## src/rtl/packet_wb_arbiter.sv

```systemverilog
// packet_wb_arbiter
//   Arbitrates the single write path into the packet SRAM. The dispatch source
//   has strict priority, and the NUM_REQ Edge PE requesters share the path
//   round-robin. Each accepted packet lands in one output register. After
//   MAX_BURST back-to-back consumptions a one-cycle SLOT state is inserted so
//   the controller gets an SRAM read opportunity.
//
// Ports:
//   clk, reset        clock, synchronous active-high reset
//   flush             synchronous clear, same effect as reset
//   dp_valid/_packet  dispatch request and packet; dp_ready accepts it
//   req_valid/_packet Edge PE requests; requester i at [i*PKT_W +: PKT_W]
//   req_ready         one-hot accept for the Edge PEs
//   wb_valid/_packet  registered packet to the controller
//   wb_src            source index (NUM_REQ = dispatch)
//   wb_ready          controller consumes wb_* this cycle
//   read_slot         one-cycle pulse: controller may issue an SRAM read
//   busy              anything pending, held or in flight
module packet_wb_arbiter #(
  parameter int NUM_REQ   = 4,
  parameter int PKT_W     = 64,
  parameter int MAX_BURST = 4
) (
  input  logic                       clk,
  input  logic                       reset,
  input  logic                       flush,
  input  logic                       dp_valid,
  input  logic [PKT_W-1:0]           dp_packet,
  output logic                       dp_ready,
  input  logic [NUM_REQ-1:0]         req_valid,
  input  logic [NUM_REQ*PKT_W-1:0]   req_packet,
  output logic [NUM_REQ-1:0]         req_ready,
  output logic                       wb_valid,
  output logic [PKT_W-1:0]           wb_packet,
  output logic [$clog2(NUM_REQ+1)-1:0] wb_src,
  input  logic                       wb_ready,
  output logic                       read_slot,
  output logic                       busy
);

  localparam int SRC_W = $clog2(NUM_REQ + 1);
  localparam int PTR_W = $clog2(NUM_REQ);
  localparam int CNT_W = $clog2(MAX_BURST + 1);

  typedef enum logic {RUN, SLOT} state_t;

  state_t             state_q, state_d;
  logic               wb_valid_q, wb_valid_d;
  logic [PKT_W-1:0]   wb_packet_q, wb_packet_d;
  logic [SRC_W-1:0]   wb_src_q, wb_src_d;
  logic [PTR_W-1:0]   rr_ptr_q, rr_ptr_d;
  logic [CNT_W-1:0]   burst_cnt_q, burst_cnt_d;

  logic               clr;
  logic               consume;
  logic               burst_hit;
  logic               load_en;
  logic               dp_grant;
  logic               pe_grant;
  logic               pe_found;
  logic [PTR_W-1:0]   pe_idx;
  logic [PKT_W-1:0]   req_pkt_arr [NUM_REQ];

  assign clr     = reset | flush;
  assign consume = wb_valid_q & wb_ready;
  // The MAX_BURST-th consumption closes the burst; no new load that cycle so
  // the output register is empty while the controller reads.
  assign burst_hit = consume && (burst_cnt_q == CNT_W'(MAX_BURST - 1));
  // clr is folded in so no handshake completes while reset/flush is high.
  assign load_en = (state_q == RUN) && (!wb_valid_q || wb_ready) && !burst_hit && !clr;

  for (genvar gi = 0; gi < NUM_REQ; gi++) begin : g_unpack
    assign req_pkt_arr[gi] = req_packet[gi*PKT_W +: PKT_W];
  end

  // Round-robin search starting at rr_ptr, wrapping modulo NUM_REQ. The sum
  // is one bit wider so non-power-of-two NUM_REQ wraps correctly.
  always_comb begin
    logic [PTR_W:0] sum;
    pe_found = 1'b0;
    pe_idx   = '0;
    sum      = '0;
    for (int k = 0; k < NUM_REQ; k++) begin
      sum = {1'b0, rr_ptr_q} + (PTR_W+1)'(k);
      if (sum >= (PTR_W+1)'(NUM_REQ)) begin
        sum = sum - (PTR_W+1)'(NUM_REQ);
      end
      if (!pe_found && req_valid[sum[PTR_W-1:0]]) begin
        pe_found = 1'b1;
        pe_idx   = sum[PTR_W-1:0];
      end
    end
  end

  assign dp_grant = load_en & dp_valid;
  assign pe_grant = load_en & !dp_valid & pe_found;
  assign dp_ready = dp_grant;

  for (genvar gi = 0; gi < NUM_REQ; gi++) begin : g_ready
    assign req_ready[gi] = pe_grant && (pe_idx == PTR_W'(gi));
  end

  always_comb begin
    state_d     = state_q;
    wb_valid_d  = wb_valid_q;
    wb_packet_d = wb_packet_q;
    wb_src_d    = wb_src_q;
    rr_ptr_d    = rr_ptr_q;
    burst_cnt_d = burst_cnt_q;

    if (state_q == SLOT) begin
      state_d = RUN;
    end

    // A RUN cycle with an empty output register is a natural read gap, so the
    // burst count restarts there.
    if (burst_hit) begin
      burst_cnt_d = '0;
      state_d     = SLOT;
    end else if (consume) begin
      burst_cnt_d = burst_cnt_q + CNT_W'(1);
    end else if ((state_q == RUN) && !wb_valid_q) begin
      burst_cnt_d = '0;
    end

    if (dp_grant) begin
      wb_valid_d  = 1'b1;
      wb_packet_d = dp_packet;
      wb_src_d    = SRC_W'(NUM_REQ);
    end else if (pe_grant) begin
      wb_valid_d  = 1'b1;
      wb_packet_d = req_pkt_arr[pe_idx];
      wb_src_d    = SRC_W'(pe_idx);
      rr_ptr_d    = (pe_idx == PTR_W'(NUM_REQ - 1)) ? '0 : pe_idx + PTR_W'(1);
    end else if (consume) begin
      wb_valid_d = 1'b0;
    end
  end

  always_ff @(posedge clk) begin
    if (clr) begin
      state_q     <= RUN;
      wb_valid_q  <= 1'b0;
      wb_packet_q <= '0;
      wb_src_q    <= '0;
      rr_ptr_q    <= '0;
      burst_cnt_q <= '0;
    end else begin
      state_q     <= state_d;
      wb_valid_q  <= wb_valid_d;
      wb_packet_q <= wb_packet_d;
      wb_src_q    <= wb_src_d;
      rr_ptr_q    <= rr_ptr_d;
      burst_cnt_q <= burst_cnt_d;
    end
  end

  assign wb_valid  = wb_valid_q;
  assign wb_packet = wb_packet_q;
  assign wb_src    = wb_src_q;
  assign read_slot = (state_q == SLOT) && !clr;
  assign busy      = wb_valid_q | dp_valid | (|req_valid);

endmodule

```

## config.mk

```make
export PLATFORM = sky130hd
export DESIGN_NAME = packet_wb_arbiter
export DESIGN_NICKNAME = d
export VERILOG_FILES = /design/src/rtl/packet_wb_arbiter.sv
export SDC_FILE = /design/constraint.sdc
export NUM_CORES = 1
export LEC_CHECK = 0
export ABC_AREA = 1
export CAP_MARGIN = 10
export CORE_AREA = 2 2 155 157
export DETAILED_ROUTE_END_ITERATION = 10
export DIE_AREA = 0 0 157 159
export PLACE_DENSITY_LB_ADDON = 0.3
export SLEW_MARGIN = 5
export SYNTH_ARGS = -nofsm -noshare
export SYNTH_HDL_FRONTEND = slang
export SYNTH_SLANG_ARGS = --single-unit
```

## constraint.sdc

```tcl
create_clock -name clk -period 2.5 [get_ports clk]
set_clock_uncertainty 0.05 [all_clocks]
set_input_delay 0.375 -clock clk [delete_from_list [all_inputs] [get_ports clk]]
set_output_delay 0.375 -clock clk [all_outputs]
set_load 0.03 [all_outputs]
```

== Word-level counts from Yosys, hierarchy flattened ==
Index checks and enable logic that the tools add are counted.
Storage, ports and cells
  register bits after elaboration: 74
  word-level logic and storage cells: 102
  bits of input ports: 329
Operators by class
  bitwise logic cells: 10
  muxes and demuxes: 34
  eq/ne operators: 4
  add/subtract/negate cells: 9
  $lt $le $gt $ge: 9
  reductions and logical operators: 29
Operators by type and width (count)
  two-way mux 64 bit: 4
  binary-select mux 64 bit (select 2 bit): 1
  two-way mux 2 bit: 9
  logical AND 1 bit: 13
  >= comparator 3 bit, second input constant: 4
  less-than comparator 2 x 3 -> 1 bit, second input constant: 4
  two-way mux 1 bit: 12
  two-way mux 3 bit: 4
  binary-select mux 1 bit (select 2 bit): 4
  subtractor 2 x 1 -> 2 bit, second input constant: 4
  logical NOT 1 bit: 7
  adder 2 x 2 -> 3 bit, second input constant: 2
  AND 1 bit: 4
  equality test 2 bit, second input constant: 2
  nonzero test 2 bit: 2
  OR reduction 2 bit: 2
  OR reduction 4 bit: 1
  adder 2 x 1 -> 3 bit, second input constant: 1
  adder 3 x 1 -> 3 bit, second input constant: 1
  equality test 3 x 2 -> 1 bit, second input constant: 1
  >= comparator 2 x 3 -> 1 bit, second input constant: 1
  NOT 2 -> 3 bit: 1
  OR 1 bit: 3
  nonzero test 3 bit: 1
  other kinds (6): 7

== Longest topological paths before layout ==
  depth after elaboration: 20
  depth in mapped cells: 16

== Worst setup path before layout ==
No wires, ideal clock.
  kind: register to output
  start point: reg rr_ptr_q[0]
  end point: out req_ready[2]
  stages on the path, launching flop included: 16
  slack: 0.180 ns
  required time: 2.075 ns
  path buffers: 2
  data arrival time: 1.895 ns
  cells stage by stage: dfxtp_1 -> buf_6 -> inv_6 -> nand2_1 -> nand2_2 -> nand2_2 -> nand2_1 -> nor2_2 -> nand3_1 -> nand3_1 -> nand2_2 -> inv_2 -> buf_2 -> ha_1 -> inv_1 -> nor2_1
Between the ends
  word-level cells in the longest chain between the ends: 16
  elaborated cells between the ends (all ways): 40
  classes of those cells: add/sub: 7; order compare: 4; eq/ne: 1; mux: 20; bitwise: 1; reduce/logical: 7
RTL lines
  from (decl): RTL line 51  | logic [PTR_W-1:0] rr_ptr_q, rr_ptr_d;
  from (signal assigned): RTL line 153  | rr_ptr_q <= rr_ptr_d;
  branches (longest 13 deep; another with adder 2 x 1 -> 3 bit)
  two-way mux 2 bit *: RTL line 88  | if (!pe_found && req_valid[sum[PTR_W-1:0]]) begin
  named net pe_idx[1]: RTL line 61  | logic [PTR_W-1:0] pe_idx;
  equality test 2 bit *: RTL line 100  | assign req_ready[gi] = pe_grant && (pe_idx == PTR_W'(gi));
  logical AND 1 bit *: RTL line 100
  to (decl): RTL line 32  | output logic [NUM_REQ-1:0] req_ready,
Mark *: on every way through the listed nets, which the timed path passes. The select of a mux whose other input is x is not followed.

== Worst setup path in the final report ==
  start point: reg rr_ptr_q[0]
  end point: out req_ready[1]
Between the ends
  word-level cells in the longest chain between the ends: 16
  elaborated cells between the ends (all ways): 40
  classes of those cells: add/sub: 7; order compare: 4; eq/ne: 1; mux: 20; bitwise: 1; reduce/logical: 7
RTL lines (RTL line)
  branches (longest 15 deep; another with adder 2 x 1 -> 3 bit)
  logical AND 1 bit *: 100
Mark *: on every way between the ends. The select of a mux whose other input is x is not followed.

==> flow_summary.json <==
{
  "synth.distinct_cells": 24,
  "path_clk_slew_ps": 60,
  "power_frac_clock_pct": 29.2,
  "comb_power_share_pct": 42.9,
  "cts_num_sinks": 74,
  "timing.fmax_mhz": 402,
  "period_minus_slack_ps": 2490,
  "arrival_ps": 2060,
  "grtUsageTotal_pct": 23.2,
  "power.switching_w": 0.00153,
  "worst_slew_pin_slew_ps": 617,
  "p_per_area_nw_per_um2": 412,
  "crit_fanout": 6,
  "power.leakage_nw": 4.40,
  "dieArea_sq_um": 25000,
  "final-hold-violation-count": 0,
  "critical_path_required_ps": 2080,
  "drc_errors": 0,
  "fin_area_sq_um": 10900,
  "min_from": "burst_cnt_q[2]",
  "htreeDepth": 3,
  "syn_inst": 940,
  "io_buffers": 403,
  "dr.pass1.iters": 5,
  "place_congestion": 0.835,
  "fp.dieH_microns": 159,
  "drt.antenna.violating_nets": 0,
  "setup_violations": 0,
  "min_path_cells": 2,
  "maxCapViolations": 0,
  "r2r_end": "wb_packet[38]",
  "antenna_found_initial": 1,
  "grt_max_degree": 72,
  "min_to": "burst_cnt_q[2]",
  "yosys.area.top_type_share_pct": 25.6,
  "core_sq_um": 23200,
  "slew_viol_final": 0,
  "layout_commonest_cell": "clkdlybuf4s50_1",
  "finalCritPeriodShare_pct": 99.6,
  "dieWidth_microns": 157,
  "layout.cells.non_filler": 1632,
  "avgSynthCellArea_sq_um": 6.15,
  "cts_buffers": 9,
  "crit_type": "reg2out",
  "first_global_vias": 8169,
  "relSlewSlack_pct": 58.8,
  "seq_power_share_pct": 27.9,
  "cp-end-kind": "primary output",
  "startpoint_type": "flip-flop",
  "yosys.area.top_type": "dfxtp_1",
  "syn_to_final_growth_pct": 87.6,
  "drt-total-wl_microns": 30600,
  "fin_hold_ws_ps": 415,
  "grt_setup_unrepaired": "yes",
  "internal_power_w": 0.00294,
  "insertion_delay_ps": 330,
  "root_buffer": "clkbuf_16",
  "syn-cell-area_sq_um": 5790,
  "peakVddDrop_mv": 0.234,
  "outcome": "completed",
  "cts_buffer_depth": 2,
  "via_per_inst": 5.27,
  "r2r_start": "rr_ptr_q[0]",
  "detailed_place_hpwl_microns": 22000,
  "drtIter0Drc": 644,
  "fill_cells": 2355,
  "hp-class": "reg2reg",
  "placed_cells": 1606,
  "cts_hold_buf": 0,
  "vias": 8597,
  "wl_per_cell_microns": 18.8,
  "final_cell_mix": "clkdlybuf4s50_1, nand3_1, nand2_1",
  "synth-seq-cells": 74,
  "row_count": 56,
  "placed_cell_area_sq_um": 10300,
  "worstRegToRegCells": 15,
  "cts_tree": "built",
  "swShare_pct": 34.2,
  "drive_gt1_share_pct": 10.4,
  "initial_core_util_pct": 24.9,
  "synth_area_leaders": "dfxtp_1, nand3_1, nand4_1, a21oi_1, nand2_1",
  "ios": 404,
  "syn_nets": 1275,
  "yosysSeqAreaShare_pct": 25.6,
  "overflow": 0,
  "finalNetCount": 1643,
  "reg2reg_slack_ps": 210,
  "grt_pass1_wl_microns": 45600,
  "yosys_warnings": 0
}
-- synthesized netlist by cell type, drive strengths merged --
| master | n |
|---|---|
| nand2 | 175 |
| o21a | 1 |
| or2 | 2 |
| a21oi | 134 |
| inv | 26 |
| ha | 6 |
| o21ai | 68 |
| a211oi | 2 |
| nand3b | 1 |
| buf | 57 |
| nand3 | 201 |
| nor2 | 14 |
| dfxtp | 74 |
| clkbuf | 49 |
| nand4 | 130 |
-- cells by family (layout without fill, tap and decap cells) --
logic type                 Yosys count  in the layout  share of synthesized area (%)
and+or+nand+nor                    523            523                           44.5
AOI/OAI and AO/OA                  205            205                           17.9
buffers and inverters              132            504                           10.7
DFF                                 74             74                           25.6
adders and majority gates            6              6                           1.30
other                                0              1                              0
-- worst max-delay path by stage --
stage	startpoint	to	slack, ps
final	rr_ptr_q[0]	req_ready[1]	10
after global routing	rr_ptr_q[0]	req_ready[3]	-90
after CTS	rr_ptr_q[0]	req_ready[0]	-20
after detailed placement	req_valid[1]	wb_packet[36]	-210
after global placement	req_valid[2]	wb_packet[36]	-180
after floorplan	rr_ptr_q[0]	req_ready[2]	180
-- final cells by class --
class,instances,area (sq um),share of cell area [%]
repair buffers,463,4660,43.0
multi-input cells,734,3900,36.0
flip-flops and latches,74,1490,13.7
well taps,319,399,3.68
clock buffers,10,229,2.11
inverters,26,110,1.01
clock inverters,5,56.3,0.519
diodes,1,2.50,0.0231
-- registers in the layout, summed over array words and instances, names as in the netlist --
name,count
wb_src,3
rr_ptr_q,2
wb_packet,64
state_q,1
wb_valid,1
burst_cnt_q,3
-- critical path, cell delays in order (launching register included) --
cell	delay, ps
dfxtp_4	430
buf_6	150
nand2_4	70
nand3_1	110
nand2_2	90
inv_2	80
nand4_1	150
nand2_4	150
buf_12	120
ha_4	110
inv_1	30
nor2_1	80
buf_4	170
-- layer usage --
metal	GRT usage, %	share of wire [%]
met4	6.92	2.9
met1	27.6	39
met3	6.37	8.5
met5	0	0
met2	40.6	49
-- power groups by stage --
stage / logic (W) / clock network (W) / registers (W)
floorplan: 0.000834 / 0 / 0.00135
global placement: 0.00185 / 0 / 0.00127
detailed placement: 0.00186 / 0 / 0.00127
CTS: 0.00189 / 0.00134 / 0.00125
global route: 0.00209 / 0.00140 / 0.00125
finish: 0.00192 / 0.00131 / 0.00125
-- timing repair --
item	CTS	global route
resized for setup	40	33
pin swaps	13	19
setup buffers	5	5
setup endpoints to repair	5	16
-- metrics by stage --
stage	utilization (%)	TNS, ps	setup WS, ps	total power, W
after global routing	46.8	-324	-92.7	0.00473
after floorplan	-	0	180	0.00219
after detailed placement	44.3	-6270	-215	0.00313
after global placement	44.3	-4360	-176	0.00313
final	46.8	0	10.6	0.00447
after CTS	46.1	-15.7	-15.7	0.00447
No activity file was read; power rests on OpenSTA's default activity.
==> variant (same settings) <==
The parameter `PKT_W` goes from 64 to 32.
--- a/src/rtl/packet_wb_arbiter.sv
+++ b/src/rtl/packet_wb_arbiter.sv
@@ -18,7 +18,7 @@
 //   busy              anything pending, held or in flight
 module packet_wb_arbiter #(
   parameter int NUM_REQ   = 4,
-  parameter int PKT_W     = 64,
+  parameter int PKT_W     = 32,
   parameter int MAX_BURST = 4
 ) (
   input  logic                       clk,
Interface: changed (resized dp_packet, req_packet and wb_packet); port bits go from 404 to 212. No check against the original RTL was run, so the function may have changed too.
==> variant against the unedited design <==
Sequential cell count shrank 32. Non-clock buffer count shrank 201. Synthesized cell count shrank 43%. Largest cell class unchanged. Count of clock-buffer cells in the layout shrank 3. Clock power shrank 49%. First-iteration DRC count shrank 69%. Final area shrank 43%. Routed wire length shrank 46%. Total power shrank 47%. Setup slack gained 0.059 ns. Critical endpoint is now req_ready[0]. Sequential power shrank 44%. Area after synthesis shrank 43%.
==> variant: results (changes against the unedited design) <==
Avg Inst Size Synth=6.22 um^2 (was 6.15 um^2); Max VDD drop=0.000214 V (was 0.000234 V); crit path DAT=2.01 ns (was 2.06 ns); # port buffers=211 (was 403); P per Cell Area=384 nW/um^2 (was 412 nW/um^2); crit path capture=req_ready[0] (was req_ready[1]); max reg flops=32 (was 64); Setup Buffers After CTS=2 (was 5); Final GP Congestion=0.759 (was 0.835); Ant. Diodes=0 (was 1); Mapped Nets=708 (was 1275); worst r2r dst=wb_packet[25] (was wb_packet[38]); NumNets Final=926 (was 1643); post-detailed-routing wire length=16600 um (was 30600 um); Fill cells=2563 (was 2355); First-pass DRT Iterations=4 (was 5); status=finished, final reports clean (unchanged); crit-path max FO=7 (was 6); total CTS buffers=5 (was 9); FF-to-FF path depth=13 (was 15); global-route wire length before repair=25500 um (was 45600 um); area fraction in compound gates after synthesis=0.167 (was 0.179); post_cts resized=12 (was 40); Synth cell types=26 (was 24); Worst-Skew Late Latency=0.29 ns (was 0.33 ns); Total GRT Usage=0.130 (was 0.232); fin cells=1070 (was 1632); antenna violations before repair=0 (was 1); Adder-Cell Fraction of Synth Area=0.0226 (was 0.0130)
## variant: cell count changes after synthesis, sizes merged
cell / delta
nand3: -96
buf: -21
o21ai: -32
nand2: -64
clkbuf: -34
dfxtp: -32
nand4: -64
a21oi: -64
## variant: area by class of cell
type,count,area share
timing repair buffer,262,0.411
inverter,26,0.0173
multi-input combinational,414,0.350
sequential,42,0.136
clock buffer,7,0.0213
tap,319,0.0641
## variant: routing by layer
metal	vias up	share of wire	global-route usage
met1	2101	0.43	0.157
met4	0	0.016	0.0321
met5	-	0	0
li1	2312	-	-
met3	19	0.078	0.0414
met2	166	0.48	0.222
## variant: where the power goes
part	switching, mW	leakage [nW]	total [mW]	internal (mW)
registers	0.0129	0.343	0.704	0.691
clock network	0.297	0.0640	0.664	0.367
logic	0.514	2.14	1.02	0.509
total	0.824	2.55	2.39	1.57
## variant: tightest hold or removal path, cell delays in order (launching register included)
cell     delay, ns
dfxtp_1       0.31
nand2_1       0.06
a21oi_1       0.05
